<file path="config.mk">
export PLATFORM = sky130hd
export DESIGN_NAME = multi_way_traffic_lights
export DESIGN_NICKNAME = d
export VERILOG_FILES = /design/src/rtl/traffic_pkg.sv /design/src/rtl/traffic_rr_pick.sv /design/src/rtl/multi_way_traffic_lights.sv
export SDC_FILE = /design/constraint.sdc
export NUM_CORES = 1
export LEC_CHECK = 0
export ABC_AREA = 1
export BUFFER_PORTS_ARGS = -buffer_cell sky130_fd_sc_hd__buf_2
export CELL_PAD_IN_SITES_DETAIL_PLACEMENT = 0
export CELL_PAD_IN_SITES_GLOBAL_PLACEMENT = 1
export CORE_MARGIN = 10
export CORE_UTILIZATION = 36
export CTS_BUF_LIST = sky130_fd_sc_hd__clkbuf_4 sky130_fd_sc_hd__clkbuf_8
export CTS_CLUSTER_DIAMETER = 150
export DETAILED_ROUTE_END_ITERATION = 10
export PLACE_DENSITY = 0.72
export SKIP_LAST_GASP = 1
export SLEW_MARGIN = 20
export SYNTH_ARGS = -nofsm -noshare
export SYNTH_HDL_FRONTEND = slang
export SYNTH_SLANG_ARGS = --single-unit
</file>
<file path="constraint.sdc">
create_clock -name clk -period 1.1 [get_ports clk]
set_input_delay 0.11 -clock clk [delete_from_list [all_inputs] [get_ports clk]]
set_output_delay 0.11 -clock clk [all_outputs]
set_load 0.005 [all_outputs]
</file>
<file path="src/rtl/traffic_pkg.sv">
// Shared types and lamp encodings for the multi-way junction controller.
package traffic_pkg;

    typedef enum logic [2:0] {
        ALL_RED,
        RED_AMBER,
        GREEN,
        AMBER,
        FLASH
    } phase_e;

    // Lamp triple per way: bit2 red, bit1 amber, bit0 green
    localparam logic [2:0] LAMP_RED       = 3'b100;
    localparam logic [2:0] LAMP_RED_AMBER = 3'b110;
    localparam logic [2:0] LAMP_GREEN     = 3'b001;
    localparam logic [2:0] LAMP_AMBER     = 3'b010;
    localparam logic [2:0] LAMP_OFF       = 3'b000;

    // Longest of the phase durations; sizes the shared phase timer
    function automatic int max_dur(input int a, input int b, input int c,
                                   input int d, input int e);
        int m;
        m = a;
        if (b > m) m = b;
        if (c > m) m = c;
        if (d > m) m = d;
        if (e > m) m = e;
        return m;
    endfunction

endpackage

</file>
<file path="src/rtl/traffic_rr_pick.sv">
// Round-robin picker: first way with a pending request after cur, wrapping,
// with cur itself searched last.
module traffic_rr_pick #(
    parameter int N_WAYS = 2
) (
    input  logic [N_WAYS-1:0]         pend,
    input  logic [$clog2(N_WAYS)-1:0] cur,
    output logic [$clog2(N_WAYS)-1:0] next_way,
    output logic                      found
);
    localparam int AW = $clog2(N_WAYS);

    logic [AW-1:0] idx;

    // Scan offsets 1..N_WAYS from cur and keep the first set latch
    always_comb begin
        next_way = cur;
        found    = 1'b0;
        idx      = cur;
        for (int k = 1; k <= N_WAYS; k++) begin
            idx = AW'((int'(cur) + k) % N_WAYS);
            if (!found && pend[idx]) begin
                found    = 1'b1;
                next_way = idx;
            end
        end
    end

endmodule

</file>
<file path="src/rtl/multi_way_traffic_lights.sv">
// N-way junction controller: one way at a time runs red+amber, green, amber,
// separated by an all-red gap; optional demand skipping and a flashing-amber
// fault mode. All lamp outputs are registered.
module multi_way_traffic_lights
    import traffic_pkg::*;
#(
    parameter int N_WAYS          = 2,
    parameter int GREEN_TICKS     = 4,
    parameter int AMBER_TICKS     = 1,
    parameter int RED_AMBER_TICKS = 1,
    parameter int ALL_RED_TICKS   = 1,
    parameter int FLASH_TICKS     = 2,
    parameter int SKIP_IDLE       = 0
) (
    input  logic                      clk,
    input  logic                      rst,
    input  logic                      tick,
    input  logic [N_WAYS-1:0]         req,
    input  logic                      flash,
    output logic [3*N_WAYS-1:0]       lights,
    output logic [$clog2(N_WAYS)-1:0] active_way,
    output logic                      in_flash
);
    localparam int AW   = $clog2(N_WAYS);
    localparam int MAXD = max_dur(GREEN_TICKS, AMBER_TICKS, RED_AMBER_TICKS,
                                  ALL_RED_TICKS, FLASH_TICKS);
    localparam int TW   = (MAXD > 1) ? $clog2(MAXD) : 1;

    localparam logic [TW-1:0] T_GREEN     = TW'(GREEN_TICKS - 1);
    localparam logic [TW-1:0] T_AMBER     = TW'(AMBER_TICKS - 1);
    localparam logic [TW-1:0] T_RED_AMBER = TW'(RED_AMBER_TICKS - 1);
    localparam logic [TW-1:0] T_ALL_RED   = TW'(ALL_RED_TICKS - 1);
    localparam logic [TW-1:0] T_FLASH     = TW'(FLASH_TICKS - 1);

    phase_e                state_q, state_d;
    logic [TW-1:0]         timer_q, timer_d;
    logic [AW-1:0]         active_q, active_d;
    logic [N_WAYS-1:0]     pend_q, pend_d;
    logic                  flash_on_q, flash_on_d;
    logic [3*N_WAYS-1:0]   lights_q;
    logic                  in_flash_q;
    logic [AW-1:0]         pick_way, seq_way;
    logic                  pick_found;

    traffic_rr_pick #(.N_WAYS(N_WAYS)) u_pick (
        .pend     (pend_q),
        .cur      (active_q),
        .next_way (pick_way),
        .found    (pick_found)
    );

    assign seq_way = (active_q == AW'(N_WAYS - 1)) ? '0 : active_q + AW'(1);

    // Lamp pattern for a given phase, owning way and flash phase
    function automatic logic [3*N_WAYS-1:0] decode(input phase_e st,
                                                   input logic [AW-1:0] way,
                                                   input logic fon);
        logic [3*N_WAYS-1:0] l;
        l = '0;
        for (int i = 0; i < N_WAYS; i++) begin
            if (st == FLASH) begin
                l[3*i +: 3] = fon ? LAMP_AMBER : LAMP_OFF;
            end else if (AW'(i) == way) begin
                case (st)
                    RED_AMBER: l[3*i +: 3] = LAMP_RED_AMBER;
                    GREEN:     l[3*i +: 3] = LAMP_GREEN;
                    AMBER:     l[3*i +: 3] = LAMP_AMBER;
                    default:   l[3*i +: 3] = LAMP_RED;
                endcase
            end else begin
                l[3*i +: 3] = LAMP_RED;
            end
        end
        return l;
    endfunction

    // Next-state: flash override, phase timer, way selection, request latches
    always_comb begin
        state_d    = state_q;
        timer_d    = timer_q;
        active_d   = active_q;
        flash_on_d = flash_on_q;
        pend_d     = pend_q | req;
        if (flash) begin
            if (state_q != FLASH) begin
                // Entry ignores any coincident tick: timer loads undecremented
                state_d    = FLASH;
                flash_on_d = 1'b1;
                timer_d    = T_FLASH;
            end else if (tick) begin
                if (timer_q == '0) begin
                    flash_on_d = ~flash_on_q;
                    timer_d    = T_FLASH;
                end else begin
                    timer_d = timer_q - TW'(1);
                end
            end
        end else if (state_q == FLASH) begin
            // Resume with a full all-red gap; active way kept so the next way follows
            state_d    = ALL_RED;
            timer_d    = T_ALL_RED;
            flash_on_d = 1'b0;
        end else if (tick) begin
            if (timer_q != '0) begin
                timer_d = timer_q - TW'(1);
            end else begin
                case (state_q)
                    ALL_RED: begin
                        if (SKIP_IDLE == 0) begin
                            active_d = seq_way;
                            state_d  = RED_AMBER;
                            timer_d  = T_RED_AMBER;
                        end else if (pick_found) begin
                            active_d = pick_way;
                            state_d  = RED_AMBER;
                            timer_d  = T_RED_AMBER;
                        end
                    end
                    RED_AMBER: begin
                        // Clearing on green entry beats a request in the same cycle
                        state_d          = GREEN;
                        timer_d          = T_GREEN;
                        pend_d[active_q] = 1'b0;
                    end
                    GREEN: begin
                        state_d = AMBER;
                        timer_d = T_AMBER;
                    end
                    AMBER: begin
                        state_d = ALL_RED;
                        timer_d = T_ALL_RED;
                    end
                    default: begin
                        state_d = ALL_RED;
                        timer_d = T_ALL_RED;
                    end
                endcase
            end
        end
    end

    // State registers and registered Moore outputs
    always_ff @(posedge clk or posedge rst) begin
        if (rst) begin
            state_q    <= ALL_RED;
            timer_q    <= T_ALL_RED;
            active_q   <= AW'(N_WAYS - 1);
            pend_q     <= '0;
            flash_on_q <= 1'b0;
            lights_q   <= {N_WAYS{LAMP_RED}};
            in_flash_q <= 1'b0;
        end else begin
            state_q    <= state_d;
            timer_q    <= timer_d;
            active_q   <= active_d;
            pend_q     <= pend_d;
            flash_on_q <= flash_on_d;
            lights_q   <= decode(state_d, active_d, flash_on_d);
            in_flash_q <= (state_d == FLASH);
        end
    end

    assign lights     = lights_q;
    assign active_way = active_q;
    assign in_flash   = in_flash_q;

endmodule

</file>
# Word-level counts from Yosys, hierarchy flattened
# Cells that the tools add are included.
dict set report totals {
  word_cells 54
  in_bits 6
  out_inout_bits 8
  register_bits 14
}
dict set report op_classes {
  n_bitwise 1
  n_eq_ne 9
  muxes 31
  addsub 2
  reduce_logical 5
}
# cell count
set op_table {}
lappend op_table {{$mux W3} 9}
lappend op_table {{$mux W2} 9}
lappend op_table {{$mux W1} 11}
lappend op_table {{$eq A3 B2 Y1 const B} 3}
lappend op_table {{$pmux W3 S3} 1}
lappend op_table {{$eq A3 B1 Y1 const B} 2}
lappend op_table {{$eq A3 B3 Y1 const B} 2}
lappend op_table {{$pmux W2 S3} 1}
lappend op_table {{$logic_not A3 Y1} 1}
lappend op_table {{$ne A3 B2 Y1 const B} 1}
lappend op_table {{$ne A3 B3 Y1 const B} 1}
lappend op_table {{$reduce_bool A3 Y1} 1}
lappend op_table {{$logic_not A2 Y1} 1}
lappend op_table {{$reduce_and A2 Y1} 1}
lappend op_table {{$reduce_bool A2 Y1} 1}
lappend op_table {{$sub A2 B1 Y2 const B} 1}
lappend op_table {{$add A1 B1 Y1 const B} 1}
lappend op_table {{$not A1 Y1} 1}

# Depth between registers and ports, before layout
# Gate-level depths: netlist of run 1.
dict set report logic_depth {
  depth_word 10
  ltp_mapped 9
  depth_no_buf 8
}

# Worst setup path after synthesis of run 1
# No wires, ideal clock.
dict set report synth_path {
  path_kind {register to register}
  startpoint {reg timer_q[1]}
  endpoint {reg lights_q[1] (netlist: lights[1])}
  setup_time_ns 0.127
  required_time_ns 0.973
  path_stages_with_launch 9
  setup_slack_ns -0.031
  path_buffers 0
  period_less_slack_ns 1.131
  arrival_time_ns 1.004
  cell_sequence {dfrtp_1 > nor2_4 > nand2_4 > nor2_4 > nand2_1 > inv_1 > nor2_2 > nand2_1 > nand2_1}
}
dict set report synth_via {
  elab_chain_cells 9
  word_cells_on_any_way 22
  cone_classes {eq/ne (4); mux (16); reduce/logical (2)}
}
# element line
set synth_lines {}
lappend synth_lines {{start: declaration} multi_way_traffic_lights.sv:36} ;# logic [TW-1:0] timer_q, timer_d;
lappend synth_lines {{start signal: assignment} multi_way_traffic_lights.sv:154} ;# timer_q <= timer_d;
lappend synth_lines {{$reduce_bool A2 Y1} multi_way_traffic_lights.sv:104} ;# if (timer_q != '0) begin
lappend synth_lines {{$mux W3} multi_way_traffic_lights.sv:104}
lappend synth_lines {{$mux W3} multi_way_traffic_lights.sv:103} ;# end else if (tick) begin
lappend synth_lines {{$mux W3} multi_way_traffic_lights.sv:98} ;# end else if (state_q == FLASH) begin
lappend synth_lines {{$mux W3} multi_way_traffic_lights.sv:84} ;# if (flash) begin
lappend synth_lines {{$eq A3 B2 Y1 or $eq A3 B1 Y1 (tied branches)} multi_way_traffic_lights.sv:64} ;# case (st)
lappend synth_lines {{$pmux W3 S3} multi_way_traffic_lights.sv:64}
lappend synth_lines {{$mux W3} multi_way_traffic_lights.sv:63} ;# end else if (AW'(i) == way) begin
lappend synth_lines {{$mux W3 (*)} multi_way_traffic_lights.sv:61} ;# if (st == FLASH) begin
lappend synth_lines {{end signal: assignment} multi_way_traffic_lights.sv:150} ;# lights_q <= {N_WAYS{LAMP_RED}};
lappend synth_lines {{end signal: assignment} multi_way_traffic_lights.sv:158} ;# lights_q <= decode(state_d, active_d, flash_on_d);
lappend synth_lines {{end: declaration} multi_way_traffic_lights.sv:40} ;# logic [3*N_WAYS-1:0] lights_q;
# Mark *: on every way between the ends. The rest lies on a longest branch, timed or not.
# A chain may end at the register's enable or synchronous reset.

# Final worst setup path of run 1
dict set report layout_path {
  startpoint {reg timer_q[0]}
  endpoint {reg lights_q[3] (netlist: lights[3])}
}
dict set report layout_via {
  elab_chain_cells 9
  word_cells_on_any_way 16
  cone_classes {eq/ne (4); mux (11); reduce/logical (1)}
}
# element line
set layout_lines {}
lappend layout_lines {{$reduce_bool A2 Y1 (*)} multi_way_traffic_lights.sv:104}
lappend layout_lines {{$mux W3} multi_way_traffic_lights.sv:104}
lappend layout_lines {{$mux W3} multi_way_traffic_lights.sv:103}
lappend layout_lines {{$mux W3} multi_way_traffic_lights.sv:98}
lappend layout_lines {{$mux W3} multi_way_traffic_lights.sv:84}
lappend layout_lines {{$eq A3 B2 Y1 or $eq A3 B1 Y1 (tied branches)} multi_way_traffic_lights.sv:64}
lappend layout_lines {{$pmux W3 S3} multi_way_traffic_lights.sv:64}
lappend layout_lines {{$mux W3} multi_way_traffic_lights.sv:63}
lappend layout_lines {{$mux W3 (*)} multi_way_traffic_lights.sv:61}
# Marked as above.

==> results_dict.tcl, run 1 <==
set metrics [dict create \
    status "finished with violations" \
    hold-worst-slack_ps 75.0 \
    clock_power_share 0.188 \
    crit_required_ps 1310 \
    cts_buffer_depth 2 \
    finalSetupTns_ps -864 \
    cap_viol_max_count 0 \
    vias 587 \
    synthesis.nets 87 \
    ys_ff_latch 14 \
    first_pass_iters 2 \
    hold_viol 0 \
    register_area_um2 354 \
    sw_frac_of_total 0.358 \
    wl_per_cell_um 11.4 \
    numCtsBuffers 3 \
    grt_pass1_vias 634 \
    yosysWarnings 0 \
    multi_input_area_um2 329 \
    grt_max_degree 15 \
    die-area_um2 4030 \
    slew_viol_final 0 \
    worstHoldPathType "in2reg" \
    grt_overflow 0 \
    rows 15 \
    crit_type "reg2reg" \
    rsz0062_at_grt "true" \
    fin_util 0.531 \
    ant_nets 0 \
    clock-skew-final_ps 0.830 \
    totalWireLength_um 1490 \
    avgSynthCellArea_um2 8.40 \
    worst_ep_arrival_time_ps 1430 \
    worstSkewPairLatency_ps 270 \
    place_area_um2 822 \
    io_pins 14 \
    grt.busiest_layer "met2" \
    synth_ff_type "dfrtp_1" \
    cts-root-buf "clkbuf_4" \
    setup_viol 13 \
    max_freq_mhz 822 \
    fin_nets 113 \
    drive_gt1_frac 0.491 \
    numPortBuffers 11 \
    post-route-period-util 1.11 \
    n_antenna_cell 0 \
    h-tree-depth 1 \
    fin_crit_ps 1220 \
    met2_usage 0.128 \
    antenna_found_initial 0 \
    p_int_w 0.00109 \
    vias_per_cell 4.48 \
    synth.yosys.seq_area_share 0.520 \
    setup_ws_ps -117 \
    hpwl_um 1120 \
    use_met3 0.0406 \
    grt_pass1_wl_um 2660 \
    drtIter0Drc 12 \
    syn_area_um2 681 \
    drc 0 \
    ir_drop_uv 833 \
    powerDensity_nw_per_um2 1820 \
    start_util 0.386 \
    critical_path.endpoint_type "flip-flop" \
    tightest_slew_ps 531 \
    design_area_um2 937 \
    num-fill-cells 193 \
    core_area_um2 1760 \
    crit_path_max_fanout 5 \
    ys_types 20 \
    cts.clk_slew.worst_paths_ps 80 \
    slew_headroom 0.645 \
    gr-usage-met1 0.0850 \
    synth-edff-count 0 \
    async_flop_share 1.00 \
    cts_tree "yes" \
    grt_usage 0.0779 \
    comb_power_share 0.409 \
    place.gp.congestion 0.787 \
    syn_to_final_growth_pct 37.7 \
    syn_inst 81 \
    violations "negative setup slack" \
    power.share.sequential 0.403 \
    p_sw_w 0.000610 \
    p_leak_nw 0.495 \
    dieWidth_um 63.5 \
    worst_setup_path_start_kind "flip-flop" \
    cts.sinks 14 \
    die_height_um 63.5 \
]
==> cells in the mapped netlist (2+ instances only) <==
| cell type | instances | area share |
|---|---|---|
| nand2_1 | 23 | 0.13 |
| dfrtp_1 | 11 | 0.40 |
| dfstp_2 | 3 | 0.12 |
| nor2_4 | 2 | 0.033 |
| nor2_2 | 2 | 0.018 |
| nand4_1 | 2 | 0.018 |
| nand3_1 | 5 | 0.037 |
| nor2_1 | 9 | 0.050 |
| a21oi_1 | 2 | 0.015 |
| inv_1 | 11 | 0.061 |
| nand2_2 | 2 | 0.018 |
==> cell type report <==
| cell class | count | share of cell area |
|---|---|---|
| Clock buffer | 4 | 0.0320 |
| Inverter | 11 | 0.0441 |
| Multi-Input combinational cell | 54 | 0.351 |
| Sequential cell | 14 | 0.378 |
| Tap cell | 25 | 0.0334 |
| Timing Repair Buffer | 23 | 0.162 |
==> cell families (layout without fill, tap and decap cells) <==
logic type / Yosys count / after routing / share of synthesized area
AND/OR/NAND/NOR: 49 / 49 / 0.351
buffers and inverters: 13 / 38 / 0.0827
XOR/XNOR: 1 / 1 / 0.0129
flip-flops: 14 / 14 / 0.520
AO/OA/AOI/OAI: 4 / 4 / 0.0331
==> routing by layer <==
metal  up-vias  routed length (um)  share of wire
li1        298                   -              -
met1       277                 632           0.42
met2         8                 742           0.50
met3         4                 103          0.069
met4         0                  11         0.0074
met5         -                   0              0
==> repair_timing <==
| action | in CTS | in global routing |
|---|---|---|
| setup buffers | 2 | 0 |
| endpoints found under the hold margin | 11 | 0 |
| pin swaps | 5 | 3 |
| resized for setup | 9 | 8 |
| hold buffers | 1 | 0 |
| setup endpoints to repair | 10 | 13 |
==> flip-flops by register name (all words and copies together) (netlist names) <==
| register | cells |
|---|---|
| active_way | 1 |
| timer_q | 2 |
| in_flash | 1 |
| lights | 6 |
| flash_on_q | 1 |
| state_q | 3 |
==> power groups by stage <==
| stage | clock network, W | registers (W) | logic [W] |
|---|---|---|---|
| detailed placement | 0 | 0.000693 | 0.000602 |
| finish | 0.000320 | 0.000687 | 0.000697 |
| floorplan | 0 | 0.000700 | 0.000386 |
| CTS | 0.000335 | 0.000688 | 0.000656 |
| global route | 0.000363 | 0.000702 | 0.000787 |
| global placement | 0 | 0.000688 | 0.000600 |
==> through the flow <==
step / cells / setup slack, ps / power [W]
2_1_floorplan: 81 / -2.21 / 0.00109
3_3_place_gp: 124 / -93.6 / 0.00129
3_5_place_dp: 124 / -111 / 0.00130
4_1_cts: 131 / -116 / 0.00168
5_1_grt: 131 / -220 / 0.00185
6_report: 131 / -117 / 0.00170
==> placed cells by master (no fill, tap or decap), drive strengths merged <==
cell type    instances
dfrtp               11
nand3                6
a21oi                2
buf                 22
dfstp                3
inv                 11
nor3                 1
xnor2                1
nor2                13
nand3b               1
dlygate4sd3          1
o21ai                1
nand4                2
o211ai               1
clkbuf               4
nand2               26
==> worst max-delay path, cell delays in order, from the launching register on <==
cell and delay (ps):
dfrtp_1 410, nor2_4 160, nand2_4 100, inv_1 80, nand2_2 60, nand2_2 100
nand4_1 120, nor2_1 120
==> final timing paths <==
check	start	to	slack, ps	cells past startpoint
max in group asynchronous	rst	lights[2]	320	3
min reg2reg	flash_on_q	flash_on_q	550	2
min	flash	state_q[1]	70	2
min in group asynchronous	rst	lights[1]	410	3
max	timer_q[0]	lights[3]	-120	7
max reg2reg	timer_q[0]	lights[3]	-120	7
Power figures use the tool's default switching activity.
==> run 2: changes to the inputs <==
--- a/config.mk
+++ b/config.mk
@@ -15,6 +15,7 @@
 export CTS_CLUSTER_DIAMETER = 150
 export DETAILED_ROUTE_END_ITERATION = 10
 export PLACE_DENSITY = 0.72
+export SKIP_CTS_REPAIR_TIMING = 1
 export SKIP_LAST_GASP = 1
 export SLEW_MARGIN = 20
 export SYNTH_ARGS = -nofsm -noshare
==> run 2 against run 1 <==
- global-route usage shrank 0.50 points
- die area stayed put
- the flow still finishes with violations (negative setup slack)
- highest routed layer unchanged
- critical endpoint is now lights[2]
- flip-flop and latch count did not move
- non-clock buffer count is 2 lower
==> results_dict.tcl, run 2 (synthesis results as in run 1) <==
set metrics [dict create \
    final_cell_mix "nand2_1 (18), dfrtp_1 (11), buf_2 (11)" \
    crit_path_max_fanout 6 \
    wl_per_cell_um 11.5 \
    dpl_worst_slack_ps -111 \
    finalSetupTns_ps -767 \
    drc 0 \
    setup_viol 11 \
    min_path_cells 2 \
    cap_viol_max_count 0 \
    max_freq_mhz 828 \
    cts_tree "yes" \
    numCtsBuffers 3 \
    cts_buffer_depth 2 \
    grt_usage 0.0729 \
    hpwl_um 1120 \
    worstHoldPathType "in2reg" \
    die-area_um2 4030 \
    cts.clk_slew.worst_paths_ps 80 \
    crit_slowest_cell "dfrtp_1" \
    reg2reg_depth 8 \
    crit_type "reg2reg" \
    first_pass_iters 4 \
    largest_reg_flops 6 \
    ir_drop_uv 902 \
    cts-root-buf "clkbuf_4" \
    numPortBuffers 11 \
    critPathMaxStageDelay_ps 400 \
    tightest_slew_ps 515 \
    grt_pass1_wl_um 2480 \
    n_antenna_cell 0 \
    critical_path.endpoint_type "flip-flop" \
    antenna_found_initial 0 \
    vias 578 \
    fin_util 0.523 \
    worstPathCellList "inv_2 > nand2_1 > nand3_1 > nand2_1 > nand2_2 > nand3_1 > nor2_1 > nor2_1" \
    slew_headroom 0.656 \
    p_leak_nw 0.491 \
    h-tree-depth 1 \
    rsz0062_at_grt "true" \
    cts.sinks 14 \
    post-route-period-util 1.10 \
    drtIter0Drc 14 \
    grt_max_degree 15 \
    dieWidth_um 63.5 \
    mostFrequentLayoutCell "nand2_1" \
    ant_nets 0 \
    syn_to_final_growth_pct 35.5 \
    grt_pass1_vias 589 \
    powerDensity_nw_per_um2 1810 \
    path_buf_inv 1 \
    clock-skew-final_ps 0.883 \
    crit_required_ps 1320 \
    fin_crit_ps 1210 \
    vias_per_cell 4.48 \
    die_height_um 63.5 \
    rows 15 \
    core_area_um2 1760 \
    violations "negative setup slack" \
    grt_overflow 0 \
    hold_viol 0 \
    totalWireLength_um 1480 \
    drive_gt1_frac 0.471 \
    io_pins 14 \
    setup_ws_ps -107 \
    status "finished with violations" \
    cp.depth 8 \
    critPathTopFamily "simple AND/OR/NAND/NOR gates" \
    worstSkewPairLatency_ps 270 \
    worst_ep_arrival_time_ps 1420 \
    fin_nets 111 \
    worst_setup_path_start_kind "flip-flop" \
    start_util 0.386 \
    place.gp.congestion 0.787 \
    slew_viol_final 0 \
]
run 2: changes by cell type in the layout (fill, tap and decap cells not counted), sizes merged:
cell,delta
buf,-2
run 2: final cells by class:
cell class	instances	area (um2)
flip-flops and latches	14	354
well taps	25	31.3
inverters	11	41.3
multi-input cells	54	329
clock buffers	4	30.0
repair buffers	21	136
fillers	203	842
run 2: stage by stage:
| stage | area (um2) | hold slack [ps] | power (W) | instances |
|---|---|---|---|---|
| finish | 922 | 87.0 | 0.00167 | 129 |
| global route | 922 | 82.4 | 0.00181 | 129 |
| global placement | 822 | 155 | 0.00129 | 124 |
| CTS | 852 | -135 | 0.00162 | 128 |
| detailed placement | 822 | 173 | 0.00130 | 124 |
| floorplan | 683 | -2.93 | 0.00109 | 81 |
run 2: worst register-to-register path: stages, from the launching register on:
cell	delay, ps
dfrtp_1	400
inv_2	140
nand2_1	70
nand3_1	110
nand2_1	100
nand2_2	90
nand3_1	90
nor2_1	110
nor2_1	50
run 2: layer usage:
| layer | up-vias | wire length, um | track usage |
|---|---|---|---|
| met5 | - | 0 | 0 |
| met1 | 272 | 622 | 0.0800 |
| met3 | 2 | 103 | 0.0406 |
| li1 | 294 | - | - |
| met4 | 0 | 6 | 0.0164 |
| met2 | 10 | 750 | 0.119 |
run 2: power breakdown:
part / internal (W) / total (W) / switching [W]
Clock: 0.000165 / 0.000324 / 0.000159
Combinational: 0.000271 / 0.000661 / 0.000390
Sequential: 0.000626 / 0.000688 / 0.0000616
run 2: final timing paths:
kind	slack, ps	endpoint	start
max	-110	lights[2]	state_q[0]
min	90	state_q[1]	flash
max reg2reg	-110	lights[2]	state_q[0]
min reg2reg	560	flash_on_q	flash_on_q
max in group asynchronous	340	active_way	rst
min in group asynchronous	400	in_flash	rst
==> run 3: changes to the inputs <==
--- a/config.mk
+++ b/config.mk
@@ -15,6 +15,7 @@
 export CTS_CLUSTER_DIAMETER = 150
 export DETAILED_ROUTE_END_ITERATION = 10
 export PLACE_DENSITY = 0.72
+export RECOVER_POWER = 50
 export SKIP_CTS_REPAIR_TIMING = 1
 export SKIP_LAST_GASP = 1
 export SLEW_MARGIN = 20
==> run 3 against run 2 <==
- the flow still finishes with violations (negative setup slack)
- cell count unchanged
- via count down 0.17%
- non-clock buffer count unchanged
- sequential power about the same
==> results_dict.tcl, run 3 (synthesis results as in run 1) <==
set metrics [dict create \
    start_util 0.386 \
    worst_setup_path_start_kind "flip-flop" \
    critical_path.endpoint_type "flip-flop" \
    dieWidth_um 63.5 \
    syn_to_final_growth_pct 35.3 \
    rsz0062_at_grt "true" \
    violations "negative setup slack" \
    cpMostUsedCell "nand2_1" \
    power.share.sequential 0.412 \
    p_leak_nw 0.488 \
    setup_ws_ps -107 \
    worst_ep_arrival_time_ps 1420 \
    wl_per_cell_um 11.5 \
    grt_max_degree 15 \
    die_height_um 63.5 \
    numCtsBuffers 3 \
    place.gp.congestion 0.787 \
    grt_pass1_wl_um 2480 \
    setup_viol 11 \
    h-tree-depth 1 \
    fin_nets 111 \
    worstPathCellList "inv_2 > nand2_1 > nand3_1 > nand2_1 > nand2_2 > nand4_1 > nor2_1" \
    rows 15 \
    drc 0 \
    comb_power_share 0.395 \
    worstSkewPairLatency_ps 270 \
    cts_tree "yes" \
    cts-root-buf "clkbuf_4" \
    clock_power_share 0.193 \
    grt_overflow 0 \
    finalPower_w 0.00167 \
    n_antenna_cell 0 \
    p_int_w 0.00106 \
    p_sw_w 0.000609 \
    crit_required_ps 1310 \
    grt_pass1_vias 589 \
    cap_viol_max_count 0 \
    max_freq_mhz 828 \
    vias 577 \
    ir_drop_uv 899 \
    totalWireLength_um 1480 \
    tightest_slew_ps 514 \
    largest_reg_flops 6 \
    cts.sinks 14 \
    hpwl_um 1120 \
    critPathMaxStageDelay_ps 400 \
    final_cell_mix "nand2_1 (18), dfrtp_1 (11), buf_2 (10)" \
    cts.clk_slew.worst_paths_ps 80 \
    crit_path_max_fanout 6 \
    finalNonFillerCells 129 \
    dp_cells 124 \
    first_pass_iters 4 \
    crit_type "reg2reg" \
    worstHoldPathType "in2reg" \
    mostFrequentLayoutCell "nand2_1" \
    cts_buffer_depth 2 \
    antenna_found_initial 0 \
    drive_gt1_frac 0.462 \
    fin_util 0.522 \
    status "finished with violations" \
    ant_nets 0 \
    vias_per_cell 4.47 \
    drtIter0Drc 17 \
    die-area_um2 4030 \
    slew_viol_final 0 \
    clock-skew-final_ps 0.467 \
    numPortBuffers 11 \
    num-fill-cells 204 \
    io_pins 14 \
    powerDensity_nw_per_um2 1810 \
    post-route-period-util 1.10 \
    core_area_um2 1760 \
    hold_viol 0 \
    slew_headroom 0.657 \
    sw_frac_of_total 0.364 \
    crit_slowest_cell "dfrtp_1" \
    grt_usage 0.0729 \
    fin_crit_ps 1210 \
]
## run 3: changes by cell type in the layout (fill, tap and decap cells not counted), sizes merged
cell / delta
clkbuf: +1
buf: -1
## run 3: worst paths after layout
kind,from,end,slack [ps],depth (start not counted)
max in group asynchronous,rst,active_way,340,3
hold / removal,tick,timer_q[1],180,4
min in group asynchronous,rst,in_flash,400,3
hold reg to reg,flash_on_q,flash_on_q,560,2
setup / recovery,state_q[0],lights[0],-110,7
setup reg to reg,state_q[0],lights[0],-110,7
## run 3: per-layer routing
layer  track usage  wire, um
met5             0         0
met4        0.0164         6
met3        0.0406       103
met2         0.119       749
met1        0.0800       621
## run 3: cell type report
cell class / count / area, um2 / share of cell area
multi-input combinational: 54 / 329 / 0.357
tap: 25 / 31.3 / 0.0340
sequential: 14 / 354 / 0.385
inverter: 11 / 41.3 / 0.0448
timing repair buffer: 21 / 135 / 0.147
clock buffer: 4 / 30.0 / 0.0326
## run 3: metrics by stage
step / TNS, ps / hold slack (ps) / instance area (um2) / setup WS (ps)
floorplan: -7.98 / -2.93 / 683 / -2.21
global placement: -740 / 155 / 822 / -93.6
detailed placement: -843 / 173 / 822 / -111
CTS: -1040 / -135 / 852 / -125
global route: -1920 / 202 / 921 / -217
finish: -771 / 184 / 921 / -107
## run 3: critical path: cells and delay by family, from the launching register on
family        cells  cell delay [ps]
simple gates      6              600
flops             1              400
buf+inv           1              140
## run 3: power by group through the flow
stage	registers, W	clock network, W	logic (W)
2_1_floorplan	0.000700	0	0.000386
3_3_place_gp	0.000688	0	0.000600
3_5_place_dp	0.000693	0	0.000602
4_1_cts	0.000684	0.000335	0.000603
5_1_grt	0.000702	0.000360	0.000745
6_report	0.000688	0.000323	0.000659
